File: config.mk
export PLATFORM = sky130hd
export DESIGN_NAME = pad_poll_transmitter
export DESIGN_NICKNAME = d
export VERILOG_FILES = /design/src/rtl/pad_poll_transmitter.sv
export SDC_FILE = /design/constraint.sdc
export NUM_CORES = 1
export LEC_CHECK = 0
export CAP_MARGIN = 20
export CELL_PAD_IN_SITES_DETAIL_PLACEMENT = 0
export CELL_PAD_IN_SITES_GLOBAL_PLACEMENT = 1
export CORE_ASPECT_RATIO = 0.7
export CORE_MARGIN = 1
export CORE_UTILIZATION = 40
export DETAILED_ROUTE_END_ITERATION = 16
export PLACE_DENSITY = 0.75
export SKIP_LAST_GASP = 1
export SYNTH_ARGS = -nofsm -noshare
export SYNTH_HDL_FRONTEND = slang
export SYNTH_SLANG_ARGS = --single-unit
File: constraint.sdc
create_clock -name clk -period 3.75 [get_ports clk]
set_input_delay 0.75 -clock clk [delete_from_list [all_inputs] [get_ports clk]]
set_output_delay 0.75 -clock clk [all_outputs]
set_load 0.005 [all_outputs]
File: src/rtl/pad_poll_transmitter.sv
// Game-pad poller and framed IR serial transmitter.
// Polls an NES/SNES style pad (latch + shift clock), captures N_BUTTONS
// button states and sends them as: preamble ones, data LSB first,
// optional even parity, one stop bit of 0, then a forced-low gap.
// All pad and serial activity advances once per divided tick.

module pad_poll_transmitter #(
    parameter int N_BUTTONS  = 8,
    parameter int DIV        = 4,
    parameter int START_BITS = 2,
    parameter int PARITY_EN  = 1,
    parameter int IDLE_GAP   = 8
) (
    input  logic                 clk,
    input  logic                 reset,
    input  logic                 enable,
    input  logic                 pad_data,
    output logic                 pad_latch,
    output logic                 pad_clk,
    output logic                 tx_serial,
    output logic                 tx_busy,
    output logic [N_BUTTONS-1:0] buttons,
    output logic                 frame_done
);

    localparam int DIV_W    = (DIV > 1) ? $clog2(DIV) : 1;
    localparam int STEP_W   = 8;
    localparam int TX_LEN   = START_BITS + N_BUTTONS + PARITY_EN + 1;
    localparam int READ_LEN = 2 * (N_BUTTONS - 1);

    localparam logic [DIV_W-1:0]  DIV_LAST   = DIV_W'(DIV - 1);
    localparam logic [STEP_W-1:0] LATCH_LAST = STEP_W'(1);
    localparam logic [STEP_W-1:0] READ_LAST  = STEP_W'(READ_LEN - 1);
    localparam logic [STEP_W-1:0] TX_LAST    = STEP_W'(TX_LEN - 1);
    localparam logic [STEP_W-1:0] GAP_LAST   = STEP_W'(IDLE_GAP - 1);
    localparam logic [STEP_W-1:0] DATA_FIRST = STEP_W'(START_BITS);
    localparam logic [STEP_W-1:0] PAR_STEP   = STEP_W'(START_BITS + N_BUTTONS);

    typedef enum logic [2:0] {
        IDLE,
        LATCH,
        READ,
        TX,
        GAP
    } state_t;

    state_t               state;
    state_t               state_next;
    logic [DIV_W-1:0]     div_cnt;
    logic                 tick;
    logic [STEP_W-1:0]    step;
    logic [STEP_W-1:0]    step_next;
    logic [STEP_W-1:0]    rd_bit;
    logic [N_BUTTONS-1:0] shift;
    logic [N_BUTTONS-1:0] shift_next;
    logic [N_BUTTONS-1:0] buttons_next;
    logic                 load_buttons;
    logic                 pad_latch_d;
    logic                 pad_clk_d;
    logic                 tx_serial_d;
    logic                 tx_busy_d;
    logic                 frame_done_d;

    // Tick divider: counts 0..DIV-1, tick on the last count (every cycle when DIV=1)
    always_ff @(posedge clk) begin
        if (!reset) begin
            div_cnt <= '0;
        end else if (tick) begin
            div_cnt <= '0;
        end else begin
            div_cnt <= div_cnt + DIV_W'(1);
        end
    end

    assign tick = (div_cnt == DIV_LAST);

    // State and per-state step counter register
    always_ff @(posedge clk) begin
        if (!reset) begin
            state <= IDLE;
            step  <= '0;
        end else begin
            state <= state_next;
            step  <= step_next;
        end
    end

    // Next-state and step counter: everything advances only on tick
    always_comb begin
        state_next = state;
        step_next  = step;
        if (tick) begin
            step_next = step + STEP_W'(1);
            case (state)
                IDLE: begin
                    step_next = '0;
                    if (enable) begin
                        state_next = LATCH;
                    end
                end
                LATCH: begin
                    if (step == LATCH_LAST) begin
                        step_next = '0;
                        if (N_BUTTONS == 1) begin
                            state_next = TX;
                        end else begin
                            state_next = READ;
                        end
                    end
                end
                READ: begin
                    if (step == READ_LAST) begin
                        state_next = TX;
                        step_next  = '0;
                    end
                end
                TX: begin
                    if (step == TX_LAST) begin
                        state_next = GAP;
                        step_next  = '0;
                    end
                end
                GAP: begin
                    if (step == GAP_LAST) begin
                        state_next = IDLE;
                        step_next  = '0;
                    end
                end
                default: begin
                    state_next = IDLE;
                    step_next  = '0;
                end
            endcase
        end
    end

    // READ step pairs are (high, low) phases; pair k shifts in button k+1
    assign rd_bit = {1'b0, step[STEP_W-1:1]} + STEP_W'(1);

    // Shift-in of raw (active-low) pad data: bit0 at end of latch, others at end of each clk-high phase
    always_comb begin
        shift_next = shift;
        if (tick) begin
            if (state == LATCH && step == LATCH_LAST) begin
                shift_next[0] = pad_data;
            end else if (state == READ && !step[0]) begin
                for (int unsigned i = 1; i < N_BUTTONS; i++) begin
                    if (rd_bit == STEP_W'(i)) begin
                        shift_next[i] = pad_data;
                    end
                end
            end
        end
    end

    // Captured buttons are published only when transmission starts
    always_comb begin
        load_buttons = tick && (state_next == TX) && (state != TX);
        buttons_next = buttons;
        if (load_buttons) begin
            buttons_next = ~shift_next;
        end
    end

    // Shift register for incoming pad bits
    always_ff @(posedge clk) begin
        if (!reset) begin
            shift <= '0;
        end else begin
            shift <= shift_next;
        end
    end

    // Output decode from the upcoming state so that outputs can be registered
    // and still change on the same edge as the state update.
    always_comb begin
        pad_latch_d  = (state_next == LATCH);
        pad_clk_d    = (state_next == READ) && !step_next[0];
        tx_busy_d    = (state_next != IDLE);
        frame_done_d = tick && (state == TX) && (state_next == GAP);
        tx_serial_d  = 1'b0;
        if (state_next == TX) begin
            if (step_next < DATA_FIRST) begin
                tx_serial_d = 1'b1;
            end else begin
                for (int unsigned i = 0; i < N_BUTTONS; i++) begin
                    if (step_next == STEP_W'(START_BITS + i)) begin
                        tx_serial_d = buttons_next[i];
                    end
                end
                if (PARITY_EN != 0 && step_next == PAR_STEP) begin
                    tx_serial_d = ^buttons_next;
                end
            end
        end
    end

    // Registered outputs
    always_ff @(posedge clk) begin
        if (!reset) begin
            pad_latch  <= 1'b0;
            pad_clk    <= 1'b0;
            tx_serial  <= 1'b0;
            tx_busy    <= 1'b0;
            frame_done <= 1'b0;
            buttons    <= '0;
        end else begin
            pad_latch  <= pad_latch_d;
            pad_clk    <= pad_clk_d;
            tx_serial  <= tx_serial_d;
            tx_busy    <= tx_busy_d;
            frame_done <= frame_done_d;
            buttons    <= buttons_next;
        end
    end

endmodule

==> summary.md <==
| Metric | Value |
|---|---|
| Crit share post-route | `~80%` |
| Overall Power | `slightly above 0.7 mW` |
| Hold_buf cts | `0` |
| Launch instance of the worst min-delay path | `div_cnt[0]` |
| Time the worst path needs with I/O delays and setup | `roughly 3.0 ns` |
| Number of enable flip-flop cells after synthesis | `0` |
| Seq/Total Area, Yosys | `between 30% and 40%` |
| Met3 wire len | `373 microns` |
| Initial antenna violation count | `0` |
| Unrepaired setup endpoints after global routing | `no` |
| Final routed DRC violation total | `0` |
| Power density over cell area | `between 200 and 300 nW/um^2` |
| Number of diodes added for antenna fixing | `0` |
| Launch instance of the worst register-to-register path | `step[1]` |
| Cell count after synthesis | `about 230` |
| Area growth syn-to-layout | `14.7%` |
| Ratio of routed vias to standard cells | `between 5 and 6` |
| Boundary Pins | `17` |
| Number of routed nets with antenna violations | `0` |
| Clock latency at the later pin of the worst-skew pair | `a little under 0.3 ns` |
| Nature of the critical path startpoint | `flop` |
| Deepest clock path buffer count | `2` |
| Buffers plus inverters on the worst setup path | `2` |
| DR vias | `1758` |
| Final hold viol count | `0` |
| RePlAce Congestion | `around 0.84` |
| Max-slew violation count | `0` |
| Total routed wirelength | `roughly 4700 microns` |
| Vias in the first global route | `roughly 1.5k` |
| Final HPWL DP | `approximately 3500 microns` |
| Proportion of synthesized flip-flops having asynchronous set or reset | `0%` |
| Worst supply voltage drop on vdd | `between 0.1 and 0.15 mV` |
| WS Path Type | `reg2reg` |
| Number of nets produced by synthesis | `roughly 240` |
| Length of the first detailed-routing pass in iterations | `4` |
| Critical path origin | `step[1]` |
| Post-synthesis area per instance | `8.94 sq um` |
| Critical path arrival | `approximately 3.2 ns` |
| DR WL/cell | `approximately 15 microns` |
| Global-route congestion overflow total | `0` |
| Total negative setup slack | `0 ns` |
| Maximum fanout count along the critical path | `10` |
| Critical path capture point type | `flop` |
| Initial Util | `between 40% and 50%` |
| Core Area | `4890 sq um` |
| TritonCTS clock tree | `yes` |
| Summed area of non-filler cells in the final layout | `roughly 2400 sq um` |
| Leakage | `approximately 0.94 nW` |
| Worst-case clock skew | `between 0.008 and 0.009 ns` |
| Seq cells post-synth | `34` |
| # resized after CTS | `0` |
| DR WL met2 | `1760 microns` |
| Placed cell areas | `around 2300 sq um` |
| Maximum number of pins on one net before global-route repair | `28` |
| Most common cell after layout, fill and taps aside | `sky130_fd_sc_hd__dfxtp_1` |
| Gr usage total | `a little under a fifth` |
| Outcome | `completed` |
| Summed instance area of the synthesized netlist | `a little over 2000 sq um` |
| Critical path's largest stage delay | `around 0.47 ns` |
| Library cell used as clock root buffer | `sky130_fd_sc_hd__clkbuf_8` |
| Port-buffer cells | `16` |
| Total number of H-tree levels | `2` |
| Sink count of the clock tree | `34` |
| Postcts setup bufs | `0` |
| Cell row count | `21` |
| MaxCap Viol Count | `0` |
| Cell Chain, Critical Path | `inv_1 > ha_1 > or3b_1 > a2bb2oi_1 > a31oi_1 > o21ai_1 > buf_4 > mux2i_1 > a211o_1 > nand4_1 > o32ai_1` |
| Most used DFF post-synth | `sky130_fd_sc_hd__dfxtp_1` |
| Net total in the final layout | `256` |
| Yosys warnings | `0` |
| Number of clock buffers inserted by TritonCTS | `5` |
| Die span in x | `approximately 88 microns` |
| Required time at the endpoint of the critical path | `3.96 ns` |
| Final setup viols | `0` |
| Drt initial violations | `~150` |
| Cell with the largest stage delay on the worst path | `sky130_fd_sc_hd__a2bb2oi_1` |
| Clock-pin slew of the registers on the worst-case setup and hold paths | `0.07 ns` |
| M1 wire length | `about 2500 microns` |
| Hold crit path type | `reg2reg` |
| Wire length of the first global-routing pass | `~7700 microns` |
| Share of layout cells above drive strength 1 | `11.2%` |
| Transition time of the tightest slew-check pin | `0.633 ns` |
| Top library cells by usage in the layout, fill and taps aside | `sky130_fd_sc_hd__dfxtp_1, sky130_fd_sc_hd__nor2b_1, sky130_fd_sc_hd__mux2i_1, sky130_fd_sc_hd__clkdlybuf4s50_1` |
| Die Y | `a little over 60 microns` |
| Die footprint | `about 5500 sq um` |
| Maximum frequency from static timing analysis | `332 MHz` |
| Max_slew headroom | `57.4%` |
| Worst path top cell family by delay | `compound AO/OA/AOI/OAI gates` |
| Top Metal Used | `met4` |
| Distinct cell type count of the synthesized netlist | `58` |
==> worst register-to-register path: stages (launching register included) <==
cell                        delay (ns)
sky130_fd_sc_hd__dfxtp_1          0.37
sky130_fd_sc_hd__inv_1            0.18
sky130_fd_sc_hd__ha_1             0.20
sky130_fd_sc_hd__or3b_1           0.34
sky130_fd_sc_hd__a2bb2oi_1        0.47
sky130_fd_sc_hd__a31oi_1          0.21
sky130_fd_sc_hd__o21ai_1          0.19
sky130_fd_sc_hd__buf_4            0.23
sky130_fd_sc_hd__mux2i_1          0.27
sky130_fd_sc_hd__a211o_1          0.13
sky130_fd_sc_hd__nand4_1          0.08
sky130_fd_sc_hd__o32ai_1          0.26
==> cell families after synthesis <==
family	after synthesis	share of synthesized area (%)
simple gates	104	30.9
flops	34	32.8
compound gates	45	16.2
mux	19	9.23
fa+ha+maj	3	1.81
xor+xnor	11	4.64
buf+inv	16	4.34
==> sequential cells by signal, summed over array words and instances (netlist names) <==
name / count
state: 3
pad_clk: 1
frame_done: 1
shift: 8
tx_busy: 1
step: 8
buttons: 8
div_cnt: 2
tx_serial: 1
pad_latch: 1
==> synthesized netlist by cell type, types with 2 or more instances <==
cell,n,area [sq um]
sky130_fd_sc_hd__buf_2,3,15.0
sky130_fd_sc_hd__nor4b_2,2,30.0
sky130_fd_sc_hd__a21oi_1,4,20.0
sky130_fd_sc_hd__dfxtp_1,34,681
sky130_fd_sc_hd__nor3b_1,4,30.0
sky130_fd_sc_hd__xor2_1,3,26.3
sky130_fd_sc_hd__nand3b_1,2,15.0
sky130_fd_sc_hd__o211a_1,2,20.0
sky130_fd_sc_hd__o22ai_1,3,18.8
sky130_fd_sc_hd__o21ai_1,3,15.0
sky130_fd_sc_hd__nor2b_1,22,138
sky130_fd_sc_hd__inv_1,4,15.0
sky130_fd_sc_hd__nand3_1,5,25.0
sky130_fd_sc_hd__nor3_1,4,20.0
sky130_fd_sc_hd__a41oi_1,2,17.5
sky130_fd_sc_hd__or4_1,3,22.5
sky130_fd_sc_hd__nor4_2,2,25.0
sky130_fd_sc_hd__mux2i_1,18,180
sky130_fd_sc_hd__ha_1,3,37.5
sky130_fd_sc_hd__buf_6,3,33.8
sky130_fd_sc_hd__a31oi_1,6,37.5
sky130_fd_sc_hd__nand2_1,14,52.6
sky130_fd_sc_hd__and3b_1,2,17.5
sky130_fd_sc_hd__a21o_1,2,15.0
sky130_fd_sc_hd__xnor2_1,8,70.1
sky130_fd_sc_hd__o21ai_0,9,45.0
sky130_fd_sc_hd__nand4_1,7,43.8
sky130_fd_sc_hd__clkbuf_1,4,15.0
sky130_fd_sc_hd__nor2_1,14,52.6
sky130_fd_sc_hd__and3_1,7,43.8
sky130_fd_sc_hd__and2_1,6,37.5
==> layout make-up <==
type,count,area [sq um]
tap,69,86.3
clock inverter,1,5.00
sequential,34,681
fill,482,2510
clock buffer,7,86.3
inverter,5,18.8
timing repair buffer,21,198
multi-input combinational,182,1300
==> metal layers <==
metal,global-route usage [%],vias to the layer above
li1,-,886
met1,29.4,808
met2,23.2,57
met3,5.59,7
met4,6.05,0
met5,0,-
==> stage by stage <==
step | cells | hold WS, ns | setup slack, ns | utilization, %
final | 319 | 0.430 | 0.742 | 48.7
after global routing | 319 | 0.462 | 0.573 | 48.7
after CTS | 319 | 0.429 | 0.740 | 48.7
after detailed placement | 311 | 0.420 | 0.747 | 46.8
after global placement | 311 | 0.422 | 0.735 | 46.8
after floorplan | 232 | 0.403 | 1.08 | -
==> power by group <==
group	total, mW	leakage (nW)	internal (mW)	switching [mW]
logic	0.0585	0.617	0.0240	0.0346
registers	0.372	0.275	0.367	0.00462
clock network	0.279	0.0482	0.148	0.131
total	0.710	0.940	0.539	0.171
==> final timing paths <==
path	to	depth (start not counted)	slack (ns)
hold / removal	div_cnt[0]	1	0.43
setup reg to reg	tx_serial	11	0.74
setup / recovery	tx_serial	11	0.74
hold reg to reg	div_cnt[0]	1	0.43
Power figures use the tool's default switching activity.
